$ cat config.mk
export PLATFORM = sky130hd
export DESIGN_NAME = lea128_key_schedule_flat
export DESIGN_NICKNAME = d
export VERILOG_FILES = /design/src/rtl/lea128_key_schedule_pkg.sv /design/src/rtl/lea128_key_schedule_if.sv /design/src/rtl/lea128_key_schedule_step.sv /design/src/rtl/lea128_key_schedule.sv /design/src/flat_wrapper.sv
export SDC_FILE = /design/constraint.sdc
export NUM_CORES = 1
export LEC_CHECK = 0
export CAP_MARGIN = 40
export CORE_ASPECT_RATIO = 1.25
export CORE_MARGIN = 4
export CORE_UTILIZATION = 41
export CTS_CLUSTER_SIZE = 30
export DETAILED_ROUTE_END_ITERATION = 12
export PLACE_DENSITY = 0.76
export SLEW_MARGIN = 20
export SYNTH_ARGS = -nofsm -noshare
export SYNTH_HDL_FRONTEND = slang
export SYNTH_HIERARCHICAL = 1
export SYNTH_SLANG_ARGS = --single-unit
$ cat constraint.sdc
create_clock -name CLK -period 6.3 [get_ports CLK]
set_input_delay 1.575 -clock CLK [delete_from_list [all_inputs] [get_ports CLK]]
set_output_delay 1.575 -clock CLK [all_outputs]
set_load 0.01 [all_outputs]
$ cat src/rtl/lea128_key_schedule_pkg.sv
// Shared constants, types and helpers for the LEA-128 round-key schedule (package lea_pkg).
package lea_pkg;

  localparam int WORD_W_128     = 32;
  localparam int NUM_ROUNDS_128 = 24;

  localparam int ROT_T0 = 1;
  localparam int ROT_T1 = 3;
  localparam int ROT_T2 = 6;
  localparam int ROT_T3 = 11;

  typedef logic [31:0]    rk_word_t;
  typedef rk_word_t [5:0] round_key_t;
  typedef rk_word_t [3:0] ks_state_t;

  typedef enum logic [1:0] {
    IDLE = 2'd0,
    GEN  = 2'd1,
    DONE = 2'd2
  } ks_fsm_t;

  localparam rk_word_t LEA_DELTA [0:3] = '{
    32'hc3efe9db, 32'h44626b02, 32'h79e27c8a, 32'h78df30ec
  };

  function automatic rk_word_t rol32(input rk_word_t x, input logic [4:0] sh);
    logic [63:0] dbl;
    dbl = {x, x} << sh;
    return dbl[63:32];
  endfunction

  // Round-key word order seen by the round datapath: {T0,T1,T2,T1,T3,T1} from word 0 up.
  function automatic round_key_t pack_rk(input ks_state_t t);
    return {t[1], t[3], t[1], t[2], t[1], t[0]};
  endfunction

endpackage

$ cat src/rtl/lea128_key_schedule_if.sv
// Start/key request and round-key valid/ready handshake of the LEA-128 key schedule.
interface lea128_key_schedule_if;
  import lea_pkg::*;

  logic         Start;
  logic [127:0] Key;
  logic         Busy;
  logic         RkValid;
  logic         RkReady;
  round_key_t   RoundKey;
  logic [4:0]   RoundIdx;
  logic         Done;

  modport master (
    output Start, Key, RkReady,
    input  Busy, RkValid, RoundKey, RoundIdx, Done
  );

  modport slave (
    input  Start, Key, RkReady,
    output Busy, RkValid, RoundKey, RoundIdx, Done
  );

endinterface

$ cat src/rtl/lea128_key_schedule_step.sv
// One LEA-128 key-schedule step (module lea_ks_step): delta select plus four add/rotate lanes.
module lea_ks_step
  import lea_pkg::*;
(
  input  ks_state_t  t_in,
  input  logic [4:0] step_idx,
  output ks_state_t  t_out
);

  rk_word_t delta_s;

  // Each lane adds delta rotated by (step + lane) mod 32, then applies its fixed rotate.
  always_comb begin
    delta_s  = LEA_DELTA[step_idx[1:0]];
    t_out[0] = rol32(t_in[0] + rol32(delta_s, step_idx),         5'(ROT_T0));
    t_out[1] = rol32(t_in[1] + rol32(delta_s, step_idx + 5'd1),  5'(ROT_T1));
    t_out[2] = rol32(t_in[2] + rol32(delta_s, step_idx + 5'd2),  5'(ROT_T2));
    t_out[3] = rol32(t_in[3] + rol32(delta_s, step_idx + 5'd3),  5'(ROT_T3));
  end

endmodule

$ cat src/rtl/lea128_key_schedule.sv
// LEA-128 round-key generator: one 192-bit round key per valid/ready handshake.
// Optional macro LEA_KS_ZEROIZE_EN clears the key-derived state once RK_23 is consumed.
module lea128_key_schedule
  import lea_pkg::*;
#(
  parameter int NUM_ROUNDS = 24,
  parameter int WORD_W     = 32
) (
  input logic                  CLK,
  input logic                  RSTn,
  lea128_key_schedule_if.slave bus
);

  localparam logic [4:0] LAST_IDX = 5'(NUM_ROUNDS - 1);

  if (NUM_ROUNDS != NUM_ROUNDS_128 || WORD_W != WORD_W_128) begin : g_bad_cfg
    $error("lea128_key_schedule: NUM_ROUNDS must be 24 and WORD_W must be 32");
  end

  ks_fsm_t    state_q, state_d;
  ks_state_t  t_q, t_d;
  round_key_t rk_q, rk_d;
  logic [4:0] idx_q, idx_d;
  logic       valid_q, valid_d;
  logic       busy_q, busy_d;
  logic       done_q, done_d;

  ks_state_t  step_in_s;
  ks_state_t  step_out_s;
  logic [4:0] step_idx_s;

  // In IDLE the step consumes the master key directly; otherwise it advances the held T.
  always_comb begin
    if (state_q == IDLE) begin
      step_in_s  = bus.Key;
      step_idx_s = 5'd0;
    end else begin
      step_in_s  = t_q;
      step_idx_s = idx_q + 5'd1;
    end
  end

  lea_ks_step u_step (
    .t_in     (step_in_s),
    .step_idx (step_idx_s),
    .t_out    (step_out_s)
  );

  // Next-state and next-output logic of the schedule FSM.
  always_comb begin
    state_d = state_q;
    t_d     = t_q;
    rk_d    = rk_q;
    idx_d   = idx_q;
    valid_d = valid_q;
    busy_d  = busy_q;
    done_d  = 1'b0;
    case (state_q)
      IDLE: begin
        if (bus.Start) begin
          t_d     = step_out_s;
          rk_d    = pack_rk(step_out_s);
          idx_d   = 5'd0;
          valid_d = 1'b1;
          busy_d  = 1'b1;
          state_d = GEN;
        end else begin
          state_d = IDLE;
        end
      end
      GEN: begin
        if (valid_q && bus.RkReady) begin
          if (idx_q < LAST_IDX) begin
            t_d   = step_out_s;
            rk_d  = pack_rk(step_out_s);
            idx_d = idx_q + 5'd1;
          end else begin
            valid_d = 1'b0;
            busy_d  = 1'b0;
            done_d  = 1'b1;
            state_d = DONE;
`ifdef LEA_KS_ZEROIZE_EN
            t_d   = '0;
            rk_d  = '0;
            idx_d = 5'd0;
`else
            t_d   = t_q;
            rk_d  = rk_q;
            idx_d = idx_q;
`endif
          end
        end else begin
          state_d = GEN;
        end
      end
      DONE: begin
        state_d = IDLE;
      end
      default: begin
        state_d = IDLE;
        valid_d = 1'b0;
        busy_d  = 1'b0;
      end
    endcase
  end

  // State and output registers; reset aborts any schedule in progress.
  always_ff @(posedge CLK or negedge RSTn) begin
    if (!RSTn) begin
      state_q <= IDLE;
      t_q     <= '0;
      rk_q    <= '0;
      idx_q   <= 5'd0;
      valid_q <= 1'b0;
      busy_q  <= 1'b0;
      done_q  <= 1'b0;
    end else begin
      state_q <= state_d;
      t_q     <= t_d;
      rk_q    <= rk_d;
      idx_q   <= idx_d;
      valid_q <= valid_d;
      busy_q  <= busy_d;
      done_q  <= done_d;
    end
  end

  assign bus.RoundKey = rk_q;
  assign bus.RoundIdx = idx_q;
  assign bus.RkValid  = valid_q;
  assign bus.Busy     = busy_q;
  assign bus.Done     = done_q;

endmodule

$ cat src/flat_wrapper.sv
// flat-port wrapper written by rule: the top's interface ports become plain ports
module lea128_key_schedule_flat import lea_pkg::*;
#(
  parameter int NUM_ROUNDS = 24,
  parameter int WORD_W     = 32
)
  (CLK, RSTn, bus_Start, bus_Key, bus_RkReady, bus_Busy, bus_RkValid, bus_RoundKey, bus_RoundIdx, bus_Done);
  lea128_key_schedule_if bus_i ();
  input logic CLK;
  input logic RSTn;
  input wire logic [$bits(bus_i.Start)-1:0] bus_Start;
  input wire logic [$bits(bus_i.Key)-1:0] bus_Key;
  input wire logic [$bits(bus_i.RkReady)-1:0] bus_RkReady;
  output wire logic [$bits(bus_i.Busy)-1:0] bus_Busy;
  output wire logic [$bits(bus_i.RkValid)-1:0] bus_RkValid;
  output wire logic [$bits(bus_i.RoundKey)-1:0] bus_RoundKey;
  output wire logic [$bits(bus_i.RoundIdx)-1:0] bus_RoundIdx;
  output wire logic [$bits(bus_i.Done)-1:0] bus_Done;
  assign bus_i.Start = bus_Start;
  assign bus_i.Key = bus_Key;
  assign bus_i.RkReady = bus_RkReady;
  assign bus_Busy = bus_i.Busy;
  assign bus_RkValid = bus_i.RkValid;
  assign bus_RoundKey = bus_i.RoundKey;
  assign bus_RoundIdx = bus_i.RoundIdx;
  assign bus_Done = bus_i.Done;
  lea128_key_schedule #(.NUM_ROUNDS(NUM_ROUNDS), .WORD_W(WORD_W)) u_core (.CLK(CLK), .RSTn(RSTn), .bus(bus_i));
endmodule
==> metrics.md, run 1 <==
| Metric | Value |
|---|---|
| Run status | finished, final reports clean |
| DRC viols | 0 |
| Top cell type by total area after synthesis | dfrtp_1 |
| Worst path max stage delay | 0.46 ns |
| Number of library cell types mapped by synthesis | 94 |
| Post-synth ARST share | 1.000 |
| Die width | 199.0 um |
| 1st-iter DRT viols | 1393 |
| Wirelength per Cell | 20.72 um |
| Final min period | 5.900 ns |
| Die height | about 250 um |
| Core region area | 45170 um2 |
| Count of endpoints failing hold in the final timing report | 0 |
| Source-to-sink clock delay at the later pin of the worst-skew pair | 0.47 ns |
| Proportion of synthesized chip area in sequential cells | 0.1833 |
| Buffers from clock root to sink, at most | 2 |
| Fillers | 4268 |
| Main flop type after synthesis | dfrtp_1 |
| Final worst-path setup slack | 0.3997 ns |
| Number of core rows | 87 |
| Antenna-violating nets left | 0 |
| First-pass GRT wire length | 97.19 mm |
| Vias post-DR | about 18000 |
| Number of max-slew violations in the final report | 0 |
| Gp weighted congestion | 0.9673 |
| Hold-fix buffers at CTS | 0 |
| Synthesized flop and latch total | approximately 140 |
| CTS tree | done |
| Most used cell along the critical path | ha_1 |
| Portion of the clock cycle consumed by the worst path in the final layout | 0.9366 |
| Number of synthesized flops with an enable pin | 0 |
| Cell chosen for the clock root | clkbuf_16 |
| Global-route total usage across every layer | 0.2475 |
| HPWL Detailed | around 50 mm |
| Crit path cell chain | ha_1 -> nor2b_4 -> inv_1 -> buf_4 -> ha_1 -> nor2b_1 -> nor2_1 -> buf_4 -> a221o_1 -> o21ai_0 -> mux2i_1 -> ha_1 -> and3_1 -> nand2_1 -> o221ai_1 -> o21bai_1 -> o21ai_1 -> o21ai_1 -> o31ai_1 -> a21oi_1 -> xnor2_1 -> mux2_4 |
| Number of search-and-repair iterations in the first detailed-routing pass | 5 |
| Worst Path Buf+Inv | 3 |
| Clk sink count | between 100 and 150 |
| Synthesis Warnings | 6 |
| Critical Path End Type | flop |
| Starting density of the core | 0.4141 |
| Area after detailed placement | roughly 22000 um2 |
| Timing-limited maximum frequency | 169.5 MHz |
| Via count of the first global-routing pass | 17167 |
| Final net count | 2740 |
| Count of H-tree levels built during CTS | 4 |
| Number of antenna repair diodes | 0 |
| Worst-path fanout max | 10 |
| Synth Area per Inst | slightly above 8 um2 |
| Most frequent standard cell in the layout excluding fill and tap cells | clkdlybuf4s50_1 |
| Transition time of the tightest slew-check pin | between 0.7 and 0.8 ns |
| Total clock buffers created by CTS | 17 |
| Max capacitance violation total | 0 |
| Clock transition at path regs | 0.07 ns |
| Proportion of netlist area held by the largest area contributor | 0.1833 |
| Quantity of I/O buffers inserted on ports | 331 |
| GR Overflow Total | 0 |
| Worst EP required | 6.65 ns |
| Relative max-transition margin | 0.5085 |
| Initial antenna violation count | 0 |
| Clock Skews | 0.01313 ns |
| Count of endpoints failing setup in the final report | 0 |
| Leading cell types in the layout, fill and taps excluded | clkdlybuf4s50_1 (330), a21oi_1 (249), nor2_1 (200), nand2_1 (184), mux2_2 (153) |
| Worst path arrival time | 6.25 ns |
| Post-detailed-route via-to-cell ratio | 5.849 |
| Worst slack at placement | 0.6402 ns |
| Total length of routed wires | roughly 63 mm |
| Gate count of the mapped netlist | about 2300 |
| Unrepaired setup endpoints after global routing | false |
| Summed negative setup slack over all endpoints | 0 ns |
| Final worst hold slack | roughly 0.53 ns |
| Path type of the worst setup path | reg2reg |
| Family of cells with the greatest summed delay on the critical path | compound AO/OA/AOI/OAI gates |
| Post-route cell area | roughly 23000 um2 |
| Startpoint type of the worst setup path | flop |
| Area growth, synth to finish | 21.97% |
| Synthesized net count | 2538 |
| Fraction of final layout cells with drive strength greater than 1 | 0.1586 |
| DIE AREA | just under 50000 um2 |
| Top-level port count | between 300 and 400 |
| Critical-path cell with the highest stage delay | dfrtp_1 |
| Top cells by area, synth | dfrtp_1 (18%), ha_1 (9.2%), mux2_2 (9.2%) |
| Area of the mapped netlist | ~19000 um2 |
| HP Class | reg2reg |
| Pin count of the biggest net entering global routing | 65 |
routing by layer:
| layer | track usage | vias up | share of wire |
|---|---|---|---|
| met3 | 0.02862 | 86 | 0.048 |
| met1 | 0.3162 | 8607 | 0.42 |
| met5 | 0 | - | 0 |
| met4 | 0.06237 | 0 | 0.023 |
| met2 | 0.4422 | 607 | 0.51 |
| li1 | - | 8574 | - |
metrics by stage:
step | cells | util
finish | 3056 | 0.5050
global placement | 3020 | 0.4903
detailed placement | 3023 | 0.4914
CTS | 3054 | 0.5042
global route | 3056 | 0.5050
floorplan | 2264 | -
sequential cells by signal, indices dropped and copies added, names as in the netlist:
signal,flops
u_core/bus.Done,1
u_core/bus.RoundIdx,5
u_core/bus.Busy,1
u_core/t_q,128
u_core/state_q,2
worst paths after layout:
path                                         from              end  slack [ns]  cells after the start
max                        u_core/bus.RoundIdx[0]  u_core/t_q[101]        0.40                     22
min                               u_core/t_q[115]  u_core/t_q[115]        0.53                      1
max reg2reg                u_core/bus.RoundIdx[0]  u_core/t_q[101]        0.40                     22
min reg2reg                       u_core/t_q[115]  u_core/t_q[115]        0.53                      1
max in group asynchronous                    RSTn   u_core/t_q[80]        4.12                      3
min in group asynchronous                    RSTn   u_core/t_q[34]        1.11                      1
cell usage after synthesis (6+ instances only):
cell type / n
a21oi_1: 249
nor2_1: 205
nand2_1: 184
mux2_2: 153
ha_1: 138
dfrtp_1: 137
o21ai_0: 131
mux2_4: 109
clkbuf_1: 96
xnor2_1: 86
mux2i_1: 81
buf_4: 65
o21ai_1: 54
inv_1: 53
a21o_1: 51
xor2_1: 42
nand3_1: 40
nor2b_1: 25
nor3_1: 25
o21bai_1: 23
nand2b_1: 21
a31oi_1: 19
o211ai_1: 19
buf_2: 15
buf_1: 14
a211oi_1: 13
and3_1: 13
buf_6: 13
nand4_1: 11
o31ai_1: 11
and2_1: 10
o21a_1: 9
o22ai_1: 9
or3_1: 8
a21boi_1: 7
a41oi_1: 6
o311ai_0: 6
o31a_1: 6
area by class of cell:
type                       count  area [um2]  share of cell area
tap                          578       723.2             0.03170
inverter                      57       214.0            0.009378
sequential                   137        3428              0.1503
timing repair buffer         386        3792              0.1662
clock buffer                  23       457.9             0.02007
clock inverter                 8       121.4            0.005320
multi-input combinational   1867       14080              0.6170
logic make-up after synthesis:
logic type,after synthesis,share of synthesized area
AOI/OAI and AO/OA,677,0.2217
and+or+nand+nor,567,0.1360
muxes,348,0.2284
buffers and inverters,260,0.07144
adders and majority gates,147,0.09926
DFF,137,0.1833
xor gates and xnor gates,128,0.05993
timing repair:
item | in CTS | in global routing
setup buffers | 0 | 0
resized for setup | 0 | 1
endpoints found under the setup margin | 0 | 1
Power of run 1 is not shown: default switching activity piles up to over one toggle a cycle in this logic, so the estimate is an artifact.
==> run 2, diff against run 1 <==
SKIP_LAST_GASP = 1   (was not set)
==> results of run 2 <==
Final layout, timing and power as in run 1 (identical DEF).
Power of run 2 is left out for the same reason.
